$ cat config.mk
export PLATFORM = sky130hd
export DESIGN_NAME = mvm_sequencer_flat
export DESIGN_NICKNAME = d
export VERILOG_FILES = /design/src/rtl/mvm_sequencer_pkg.sv /design/src/rtl/mvm_sequencer_if.sv /design/src/rtl/mvm_sequencer_wb_regfile.sv /design/src/rtl/mvm_sequencer.sv /design/src/flat_wrapper.sv
export SDC_FILE = /design/constraint.sdc
export NUM_CORES = 1
export LEC_CHECK = 0
export BUFFER_PORTS_ARGS = -buffer_cell sky130_fd_sc_hd__buf_4
export CAP_MARGIN = 15
export CORE_MARGIN = 2
export CORE_UTILIZATION = 32
export DETAILED_ROUTE_END_ITERATION = 10
export SYNTH_ARGS = -nofsm -noshare
export SYNTH_HDL_FRONTEND = slang
export SYNTH_SLANG_ARGS = --single-unit
$ cat constraint.sdc
create_clock -name clk -period 2.6 [get_ports clk]
set_clock_uncertainty 0.2 [all_clocks]
set_input_delay 0.52 -clock clk [delete_from_list [all_inputs] [get_ports clk]]
set_output_delay 0.52 -clock clk [all_outputs]
set_load 0.01 [all_outputs]
$ cat src/rtl/mvm_sequencer_pkg.sv
// Shared constants for the matrix-vector sequencer: register word indices,
// CTRL/STATUS bit positions, FSM state encoding and a byte-lane merge helper.
package mvm_sequencer_pkg;

  // Word indices (byte address bits [7:2])
  localparam logic [5:0] IDX_CTRL   = 6'd0;   // 0x00
  localparam logic [5:0] IDX_STATUS = 6'd1;   // 0x04
  localparam logic [5:0] IDX_MAT    = 6'd4;   // 0x10 + 4k
  localparam logic [5:0] IDX_VEC    = 6'd16;  // 0x40 + 4k
  localparam logic [5:0] IDX_RES    = 6'd24;  // 0x60 + 4k

  // CTRL bits
  localparam int CTRL_START = 0;
  localparam int CTRL_CLR   = 1;
  localparam int CTRL_IE    = 2;

  // STATUS bits
  localparam int STAT_BUSY = 0;
  localparam int STAT_DONE = 1;
  localparam int STAT_ERR  = 2;

  typedef enum logic [1:0] {
    ST_IDLE = 2'd0,
    ST_RUN  = 2'd1,
    ST_CAPT = 2'd2
  } state_e;

  // Replace only the byte lanes selected by sel.
  function automatic logic [31:0] byte_merge(input logic [31:0] old_w,
                                             input logic [31:0] new_w,
                                             input logic [3:0]  sel);
    logic [31:0] res;
    for (int b = 0; b < 4; b++) begin
      res[8*b +: 8] = sel[b] ? new_w[8*b +: 8] : old_w[8*b +: 8];
    end
    return res;
  endfunction

endpackage

$ cat src/rtl/mvm_sequencer_if.sv
// Wishbone slave bus bundle between the host and the matrix-vector sequencer.
interface mvm_sequencer_if;
  logic        wbs_stb_i;
  logic        wbs_cyc_i;
  logic        wbs_we_i;
  logic [3:0]  wbs_sel_i;
  logic [31:0] wbs_adr_i;
  logic [31:0] wbs_dat_i;
  logic        wbs_ack_o;
  logic [31:0] wbs_dat_o;

  modport master (
    output wbs_stb_i, wbs_cyc_i, wbs_we_i, wbs_sel_i, wbs_adr_i, wbs_dat_i,
    input  wbs_ack_o, wbs_dat_o
  );

  modport slave (
    input  wbs_stb_i, wbs_cyc_i, wbs_we_i, wbs_sel_i, wbs_adr_i, wbs_dat_i,
    output wbs_ack_o, wbs_dat_o
  );
endinterface

$ cat src/rtl/mvm_sequencer_wb_regfile.sv
// Wishbone register file: address decode, byte-masked operand/CTRL writes,
// registered read mux and single-cycle ack. Operand writes are refused while
// the sequencer is busy and reported through drop_o.
module mvm_sequencer_wb_regfile
  import mvm_sequencer_pkg::*;
#(
  parameter int MAT_W    = 4,
  parameter int VEC_W    = 1,
  parameter int RES_W    = 1,
  parameter int MAT_BITS = 128,
  parameter int VEC_BITS = 32,
  parameter int RES_BITS = 32
) (
  input  logic                clk,
  input  logic                rstn,
  mvm_sequencer_if.slave      wb,
  input  logic                busy_i,
  input  logic                done_i,
  input  logic                err_i,
  input  logic [RES_BITS-1:0] result_i,
  output logic [MAT_BITS-1:0] mat_o,
  output logic [VEC_BITS-1:0] vec_o,
  output logic                ie_nxt_o,
  output logic                start_o,
  output logic                clr_o,
  output logic                drop_o
);

  localparam int MAT_PAD = MAT_W * 32;
  localparam int VEC_PAD = VEC_W * 32;
  localparam int RES_PAD = RES_W * 32;
  // Operand bits beyond the core width are forced to zero so they read back 0.
  localparam logic [MAT_PAD-1:0] MAT_ONE  = {{(MAT_PAD-1){1'b0}}, 1'b1};
  localparam logic [VEC_PAD-1:0] VEC_ONE  = {{(VEC_PAD-1){1'b0}}, 1'b1};
  localparam logic [MAT_PAD-1:0] MAT_MASK = (MAT_ONE << MAT_BITS) - MAT_ONE;
  localparam logic [VEC_PAD-1:0] VEC_MASK = (VEC_ONE << VEC_BITS) - VEC_ONE;

  logic [MAT_PAD-1:0] mat_q, mat_d;
  logic [VEC_PAD-1:0] vec_q, vec_d;
  logic               ie_q, ie_d;
  logic               ack_q, ack_d;
  logic [31:0]        dat_q, dat_d;

  logic               req_s, wr_s, rd_s, is_op_s;
  logic [5:0]         widx_s;
  logic [31:0]        rdata_s;
  logic [RES_PAD-1:0] res_pad_s;
  logic               unused_adr_s;

  assign req_s        = wb.wbs_stb_i & wb.wbs_cyc_i & ~ack_q;
  assign wr_s         = req_s & wb.wbs_we_i;
  assign rd_s         = req_s & ~wb.wbs_we_i;
  assign widx_s       = wb.wbs_adr_i[7:2];
  assign res_pad_s    = RES_PAD'(result_i);
  assign unused_adr_s = ^{wb.wbs_adr_i[31:8], wb.wbs_adr_i[1:0]};

  // Flag addresses that hit a matrix or vector operand word.
  always_comb begin
    is_op_s = 1'b0;
    for (int k = 0; k < MAT_W; k++) is_op_s = is_op_s | (widx_s == IDX_MAT + 6'(k));
    for (int k = 0; k < VEC_W; k++) is_op_s = is_op_s | (widx_s == IDX_VEC + 6'(k));
  end

  // Write decode: CTRL commands, byte-masked operand updates, busy-time drops.
  always_comb begin
    mat_d   = mat_q;
    vec_d   = vec_q;
    ie_d    = ie_q;
    start_o = 1'b0;
    clr_o   = 1'b0;
    drop_o  = 1'b0;
    if (wr_s) begin
      if (widx_s == IDX_CTRL) begin
        if (wb.wbs_sel_i[0]) begin
          start_o = wb.wbs_dat_i[CTRL_START];
          clr_o   = wb.wbs_dat_i[CTRL_CLR];
          ie_d    = wb.wbs_dat_i[CTRL_IE];
        end else begin
          ie_d = ie_q;
        end
      end else if (busy_i && is_op_s) begin
        drop_o = 1'b1;
      end else begin
        for (int k = 0; k < MAT_W; k++) begin
          mat_d[32*k +: 32] = (widx_s == IDX_MAT + 6'(k)) ?
            byte_merge(mat_q[32*k +: 32], wb.wbs_dat_i, wb.wbs_sel_i) : mat_d[32*k +: 32];
        end
        for (int k = 0; k < VEC_W; k++) begin
          vec_d[32*k +: 32] = (widx_s == IDX_VEC + 6'(k)) ?
            byte_merge(vec_q[32*k +: 32], wb.wbs_dat_i, wb.wbs_sel_i) : vec_d[32*k +: 32];
        end
      end
    end else begin
      drop_o = 1'b0;
    end
    mat_d = mat_d & MAT_MASK;
    vec_d = vec_d & VEC_MASK;
  end

  // Read mux; unmapped words return zero.
  always_comb begin
    rdata_s = 32'h0;
    case (widx_s)
      IDX_CTRL:   rdata_s[CTRL_IE] = ie_q;
      IDX_STATUS: begin
        rdata_s[STAT_BUSY] = busy_i;
        rdata_s[STAT_DONE] = done_i;
        rdata_s[STAT_ERR]  = err_i;
      end
      default: begin
        for (int k = 0; k < MAT_W; k++)
          rdata_s = (widx_s == IDX_MAT + 6'(k)) ? mat_q[32*k +: 32] : rdata_s;
        for (int k = 0; k < VEC_W; k++)
          rdata_s = (widx_s == IDX_VEC + 6'(k)) ? vec_q[32*k +: 32] : rdata_s;
        for (int k = 0; k < RES_W; k++)
          rdata_s = (widx_s == IDX_RES + 6'(k)) ? res_pad_s[32*k +: 32] : rdata_s;
      end
    endcase
    ack_d = req_s;
    dat_d = rd_s ? rdata_s : 32'h0;
  end

  // Register file, ack and read-data flops.
  always_ff @(posedge clk or negedge rstn) begin
    if (!rstn) begin
      mat_q <= '0;
      vec_q <= '0;
      ie_q  <= 1'b0;
      ack_q <= 1'b0;
      dat_q <= 32'h0;
    end else begin
      mat_q <= mat_d;
      vec_q <= vec_d;
      ie_q  <= ie_d;
      ack_q <= ack_d;
      dat_q <= dat_d;
    end
  end

  assign wb.wbs_ack_o = ack_q;
  assign wb.wbs_dat_o = dat_q;
  assign mat_o        = mat_q[MAT_BITS-1:0];
  assign vec_o        = vec_q[VEC_BITS-1:0];
  assign ie_nxt_o     = ie_d;

endmodule

$ cat src/rtl/mvm_sequencer.sv
// Matrix-vector core sequencer: stages operands over Wishbone, runs the core
// with cen held for CORE_LAT cycles on START, then captures y into RESULT.
module mvm_sequencer
  import mvm_sequencer_pkg::*;
#(
  parameter int ROWS     = 4,
  parameter int COLS     = 4,
  parameter int WIDTH    = 8,
  parameter int CORE_LAT = 3
) (
  input  logic                        clk,
  input  logic                        rstn,
  mvm_sequencer_if.slave              wb,
  output logic [ROWS*COLS*WIDTH-1:0]  x1,
  output logic [COLS*WIDTH-1:0]       x2,
  output logic                        cen,
  input  logic [ROWS*WIDTH-1:0]       y,
  output logic                        busy,
  output logic                        irq
);

  localparam int MAT_BITS = ROWS * COLS * WIDTH;
  localparam int VEC_BITS = COLS * WIDTH;
  localparam int RES_BITS = ROWS * WIDTH;
  localparam int MAT_W    = (MAT_BITS + 31) / 32;
  localparam int VEC_W    = (VEC_BITS + 31) / 32;
  localparam int RES_W    = (RES_BITS + 31) / 32;
  localparam int CNT_W    = (CORE_LAT > 1) ? $clog2(CORE_LAT) : 1;
  localparam logic [CNT_W-1:0] CNT_LOAD = CNT_W'(CORE_LAT - 1);
  localparam logic [CNT_W-1:0] CNT_ONE  = CNT_W'(1);
  localparam logic [CNT_W-1:0] CNT_ZERO = CNT_W'(0);

  state_e              state_q, state_d;
  logic [CNT_W-1:0]    cnt_q, cnt_d;
  logic                done_q, done_d;
  logic                err_q, err_d;
  logic [RES_BITS-1:0] result_q, result_d;
  logic                cen_q, cen_d;
  logic                busy_q, busy_d;
  logic                irq_q, irq_d;

  logic                start_s, clr_s, drop_s, ie_nxt_s;

  mvm_sequencer_wb_regfile #(
    .MAT_W    (MAT_W),
    .VEC_W    (VEC_W),
    .RES_W    (RES_W),
    .MAT_BITS (MAT_BITS),
    .VEC_BITS (VEC_BITS),
    .RES_BITS (RES_BITS)
  ) u_regfile (
    .clk      (clk),
    .rstn     (rstn),
    .wb       (wb),
    .busy_i   (busy_q),
    .done_i   (done_q),
    .err_i    (err_q),
    .result_i (result_q),
    .mat_o    (x1),
    .vec_o    (x2),
    .ie_nxt_o (ie_nxt_s),
    .start_o  (start_s),
    .clr_o    (clr_s),
    .drop_o   (drop_s)
  );

  // Next-state logic: run sequencing, sticky done/err, registered outputs.
  always_comb begin
    state_d  = state_q;
    cnt_d    = cnt_q;
    done_d   = done_q;
    err_d    = err_q;
    result_d = result_q;
    // clr while busy only clears err; done belongs to the run in flight.
    if (clr_s) begin
      err_d  = 1'b0;
      done_d = busy_q ? done_q : 1'b0;
    end else begin
      err_d = err_q;
    end
    case (state_q)
      ST_IDLE: begin
        if (start_s) begin
          state_d = ST_RUN;
          cnt_d   = CNT_LOAD;
          done_d  = 1'b0;
        end else begin
          state_d = ST_IDLE;
        end
      end
      ST_RUN: begin
        if (cnt_q == CNT_ZERO) begin
          state_d = ST_CAPT;
        end else begin
          cnt_d = cnt_q - CNT_ONE;
        end
      end
      ST_CAPT: begin
        result_d = y;
        done_d   = 1'b1;
        state_d  = ST_IDLE;
      end
      default: state_d = ST_IDLE;
    endcase
    // Refused starts and operand writes during a run flag an error.
    if (busy_q && (start_s || drop_s)) begin
      err_d = 1'b1;
    end else begin
      err_d = err_d;
    end
    cen_d  = (state_d == ST_RUN);
    busy_d = (state_d != ST_IDLE);
    irq_d  = done_d & ie_nxt_s;
  end

  // Sequencer state and output flops; reset returns to IDLE with everything cleared.
  always_ff @(posedge clk or negedge rstn) begin
    if (!rstn) begin
      state_q  <= ST_IDLE;
      cnt_q    <= CNT_ZERO;
      done_q   <= 1'b0;
      err_q    <= 1'b0;
      result_q <= '0;
      cen_q    <= 1'b0;
      busy_q   <= 1'b0;
      irq_q    <= 1'b0;
    end else begin
      state_q  <= state_d;
      cnt_q    <= cnt_d;
      done_q   <= done_d;
      err_q    <= err_d;
      result_q <= result_d;
      cen_q    <= cen_d;
      busy_q   <= busy_d;
      irq_q    <= irq_d;
    end
  end

  assign cen  = cen_q;
  assign busy = busy_q;
  assign irq  = irq_q;

endmodule

$ cat src/flat_wrapper.sv
// flat-port wrapper written by rule: the top's interface ports become plain ports
module mvm_sequencer_flat import mvm_sequencer_pkg::*;
#(
  parameter int ROWS     = 4,
  parameter int COLS     = 4,
  parameter int WIDTH    = 8,
  parameter int CORE_LAT = 3
)
  (clk, rstn, x1, x2, cen, y, busy, irq, wb_wbs_stb_i, wb_wbs_cyc_i, wb_wbs_we_i, wb_wbs_sel_i, wb_wbs_adr_i, wb_wbs_dat_i, wb_wbs_ack_o, wb_wbs_dat_o);
  mvm_sequencer_if wb_i ();
  input  logic clk;
  input  logic rstn;
  output logic [ROWS*COLS*WIDTH-1:0] x1;
  output logic [COLS*WIDTH-1:0] x2;
  output logic cen;
  input  logic [ROWS*WIDTH-1:0] y;
  output logic busy;
  output logic irq;
  input wire logic [$bits(wb_i.wbs_stb_i)-1:0] wb_wbs_stb_i;
  input wire logic [$bits(wb_i.wbs_cyc_i)-1:0] wb_wbs_cyc_i;
  input wire logic [$bits(wb_i.wbs_we_i)-1:0] wb_wbs_we_i;
  input wire logic [$bits(wb_i.wbs_sel_i)-1:0] wb_wbs_sel_i;
  input wire logic [$bits(wb_i.wbs_adr_i)-1:0] wb_wbs_adr_i;
  input wire logic [$bits(wb_i.wbs_dat_i)-1:0] wb_wbs_dat_i;
  output wire logic [$bits(wb_i.wbs_ack_o)-1:0] wb_wbs_ack_o;
  output wire logic [$bits(wb_i.wbs_dat_o)-1:0] wb_wbs_dat_o;
  assign wb_i.wbs_stb_i = wb_wbs_stb_i;
  assign wb_i.wbs_cyc_i = wb_wbs_cyc_i;
  assign wb_i.wbs_we_i = wb_wbs_we_i;
  assign wb_i.wbs_sel_i = wb_wbs_sel_i;
  assign wb_i.wbs_adr_i = wb_wbs_adr_i;
  assign wb_i.wbs_dat_i = wb_wbs_dat_i;
  assign wb_wbs_ack_o = wb_i.wbs_ack_o;
  assign wb_wbs_dat_o = wb_i.wbs_dat_o;
  mvm_sequencer #(.ROWS(ROWS), .COLS(COLS), .WIDTH(WIDTH), .CORE_LAT(CORE_LAT)) u_core (.clk(clk), .rstn(rstn), .wb(wb_i), .x1(x1), .x2(x2), .cen(cen), .y(y), .busy(busy), .irq(irq));
endmodule
==> metrics.md <==
| Metric | Value |
|---|---|
| Slew Viols, Final | `0` |
| DP HPWL | `24400 µm` |
| CTS Buf Count | `27` |
| Avg Cell Area, Syn | `14.3 µm²` |
| CTS root buffer | `clkbuf_16` |
| Min cycle time layout | `2530 ps` |
| Number of diodes | `0` |
| GPL Wtd Cong | `0.811` |
| Setup violators final | `0` |
| # port buffers | `274` |
| DRC | `0` |
| Worst skew pair latency | `530 ps` |
| Worst path cell trace | `and4b_1 -> buf_4 -> buf_4 -> o211ai_2 -> buf_4 -> nor3_2 -> mux2_2` |
| Die height | `182 µm` |
| PD cells | `564 mW/mm²` |
| Area Overhead vs Synth | `43.1%` |
| CP arrival | `2740 ps` |
| Via density per instance | `5.23` |
| CTS tree | `built` |
| Share of layout cells above drive strength 1 | `0.585` |
| H-Tree Depth | `1` |
| Peak supply drop | `0.417 mV` |
| Fraction of registers with async set/reset | `1.00` |
| Vias | `7760` |
| Final hold vios | `0` |
| Crit path max-delay family | `simple AND/OR/NAND/NOR gates` |
| Global-route wire length before repair | `51500 µm` |
| Most used cell, CP | `buf_4` |
| CP bufs+invs | `3` |
| WP data required | `2810 ps` |
| Clock tree buffer depth | `3` |
| Drt first pass iters | `7` |
| Routed WL per cell | `23.0 µm` |
| Synth Cell Area | `0.0101 mm²` |
| Crit-path slowest cell | `nor3_2` |
| Die W | `182 µm` |
| Register area share after synthesis | `0.583` |
| Fillers | `2788` |
| Fmax achieved | `396 MHz` |
| Crit end category | `register` |
| Post-Place Cells | `1420` |
| Yosys reg bits | `235` |
| Initial antenna violation count | `1` |
| Initial Util | `0.327` |
| Hold Slack | `23.6 ps` |
| YS warnings | `0` |
| Overall Global Routing Usage | `0.205` |
| Syn_nets | `811` |
| Final period util | `0.972` |
| Core ar. | `0.0308 mm²` |
| Top_reg_cell synth | `dfrtp_1` |
| Setup crit start kind | `register` |
| Critical path class | `register to register` |
| Num Clock Sinks | `235` |
| Nets | `1176` |
| Worst Hold Class | `input port to register` |
| Outcome | `complete, no violations` |
| Clock Pin Slew Worst Setup and Hold Paths | `60 ps` |
| Largest net degree at the start of global routing | `72` |
| Grt total ovfl | `0` |
| Max_cap viols | `0` |
| Leakage | `6.97 nW` |
| Setup Fix Bufs, Post-CTS | `0` |
| CP max FO | `8` |
| Final cell count without fillers | `1485` |
| Post-synth EDFFs | `0` |
| I/O pin count | `301` |
| Number of DRC markers in iteration 0 | `595` |
| WL final | `34200 µm` |
| Relative slew margins | `0.330` |
| Yosys cell types | `49` |
| FP Rows | `64` |
| Number of global-route vias before repair | `8239` |
| Worst path max stage delay | `640 ps` |
| Post-DRT Antenna Nets | `0` |
| Slew of the pin with the lowest slew margin | `1000 ps` |
| RSZ-0062 raised after global routing | `true` |
| Cells after synthesis | `705` |
| Die ar. | `0.0329 mm²` |
-- final timing paths --
check,endpoint,cells past startpoint,startpoint,slack [ps]
worst max-delay path,u_core.u_regfile.vec_o[1],7,u_core.u_regfile.wb.wbs_ack_o,70
worst min-delay path,u_core.result_q[12],2,y[12],20
worst max register to register,u_core.u_regfile.vec_o[1],7,u_core.u_regfile.wb.wbs_ack_o,70
worst min register to register,u_core.result_q[28],1,u_core.result_q[28],300
max in group asynchronous,u_core.u_regfile.mat_o[38],3,rstn,1100
min in group asynchronous,u_core.u_regfile.wb.wbs_dat_o[22],2,rstn,360
-- report_power, final --
group / total, mW / switching, mW / internal, mW
sequential: 3.81 / 0.0641 / 3.74
clock: 3.72 / 1.52 / 2.20
combinational: 0.617 / 0.306 / 0.311
-- synthesized netlist by cell type, drive strengths merged (2+ instances only) --
| cell | count | area, µm² |
|---|---|---|
| o21ai | 30 | 150 |
| inv | 5 | 18.8 |
| nor2 | 12 | 45.0 |
| nor3 | 23 | 240 |
| o221ai | 6 | 52.6 |
| a2111oi | 4 | 35.0 |
| and3 | 3 | 18.8 |
| nor2b | 12 | 75.1 |
| nand2b | 2 | 12.5 |
| o211ai | 5 | 57.6 |
| dfrtp | 235 | 5880 |
| nand3 | 2 | 10.0 |
| a21oi | 33 | 165 |
| a221oi | 23 | 201 |
| mux4 | 10 | 225 |
| buf | 10 | 45.0 |
| nor4b | 3 | 38.8 |
| clkbuf | 28 | 105 |
| nand2 | 8 | 30.0 |
| mux2 | 195 | 2200 |
| nand4 | 2 | 12.5 |
| and2 | 11 | 68.8 |
| nor3b | 2 | 15.0 |
| a222oi | 23 | 230 |
-- cell type report --
cell class	instances	area (µm²)	area share
Timing Repair Buffer	374	3060	0.212
Tap cell	396	495	0.0343
Clock buffer	37	783	0.0543
Clock inverter	11	90.1	0.00624
Inverter	5	18.8	0.00130
Sequential cell	235	5880	0.408
Multi-Input combinational cell	427	4100	0.284
-- per-stage QoR --
step           setup TNS [ps]  power (mW)  instance area, µm²   util  setup slack [ps]
6_report                    0        8.14               14400  0.468              73.2
5_1_grt                 -86.8        8.44               14400  0.468             -15.3
4_1_cts                     0        8.25               14400  0.468              57.7
3_5_place_dp           -40100        4.48               13400  0.433              -338
3_3_place_gp           -39560        4.46               13400  0.433              -333
2_1_floorplan               0        4.04               10100      -             0.715
-- state kept, by name, indices dropped and copies added (netlist names) --
name	cells
u_core.u_regfile.vec_o	32
u_core.cnt_q	2
u_core.done_q	1
u_core.state_q	2
u_core.err_q	1
u_core.result_q	32
u_core.cen	1
u_core.u_regfile.ie_q	1
u_core.u_regfile.wb.wbs_ack_o	1
u_core.u_regfile.mat_o	128
u_core.u_regfile.wb.wbs_dat_o	32
u_core.irq	1
u_core.busy	1
-- what timing repair did --
action | in CTS | in global routing
hold buffers | 17 | 0
cloned | 0 | 0
endpoints found under the hold margin | 82 | 0
gates resized for setup | 2 | 2
endpoints found under the setup margin | 16 | 17
-- kinds of logic (layout without fill, tap and decap cells) --
group | Yosys count | after routing | synth area share
AOI/OAI and AO/OA | 130 | 130 | 0.0933
adders and majority gates | 1 | 1 | 0.00124
buffers and inverters | 43 | 427 | 0.0168
DFF | 235 | 235 | 0.583
muxes | 206 | 206 | 0.241
and+or+nand+nor | 90 | 90 | 0.0644
-- cells in the final DEF, fill, tap and decap left out, types with 3 or more instances in the layout --
cell type / synthesis / layout
o221ai_1: 6 / 6
dfrtp_1: 235 / 235
dlygate4sd3_1: 0 / 17
and3_1: 3 / 3
buf_12: 0 / 16
a21oi_1: 33 / 32
buf_4: 0 / 340
inv_1: 5 / 5
clkbuf_1: 28 / 3
nand2_1: 8 / 8
mux4_2: 10 / 10
o21ai_0: 30 / 30
clkinv_2: 0 / 7
and2_1: 9 / 8
o211ai_2: 4 / 4
nor3_4: 4 / 8
nor2_1: 12 / 10
mux2_1: 4 / 4
a221oi_1: 23 / 23
nor2b_1: 12 / 11
a222oi_1: 23 / 23
clkbuf_16: 0 / 27
nor3_2: 16 / 13
clkbuf_8: 0 / 7
mux2_2: 191 / 191
a2111oi_0: 4 / 4
-- layer usage --
| layer | track usage | wire (µm) | up-vias |
|---|---|---|---|
| li1 | - | - | 3429 |
| met5 | 0 | 0 | - |
| met1 | 0.271 | 14800 | 3987 |
| met4 | 0.0566 | 871 | 0 |
| met3 | 0.0497 | 2510 | 57 |
| met2 | 0.337 | 16000 | 287 |
Note: power is estimated with default switching activity, not from simulation.
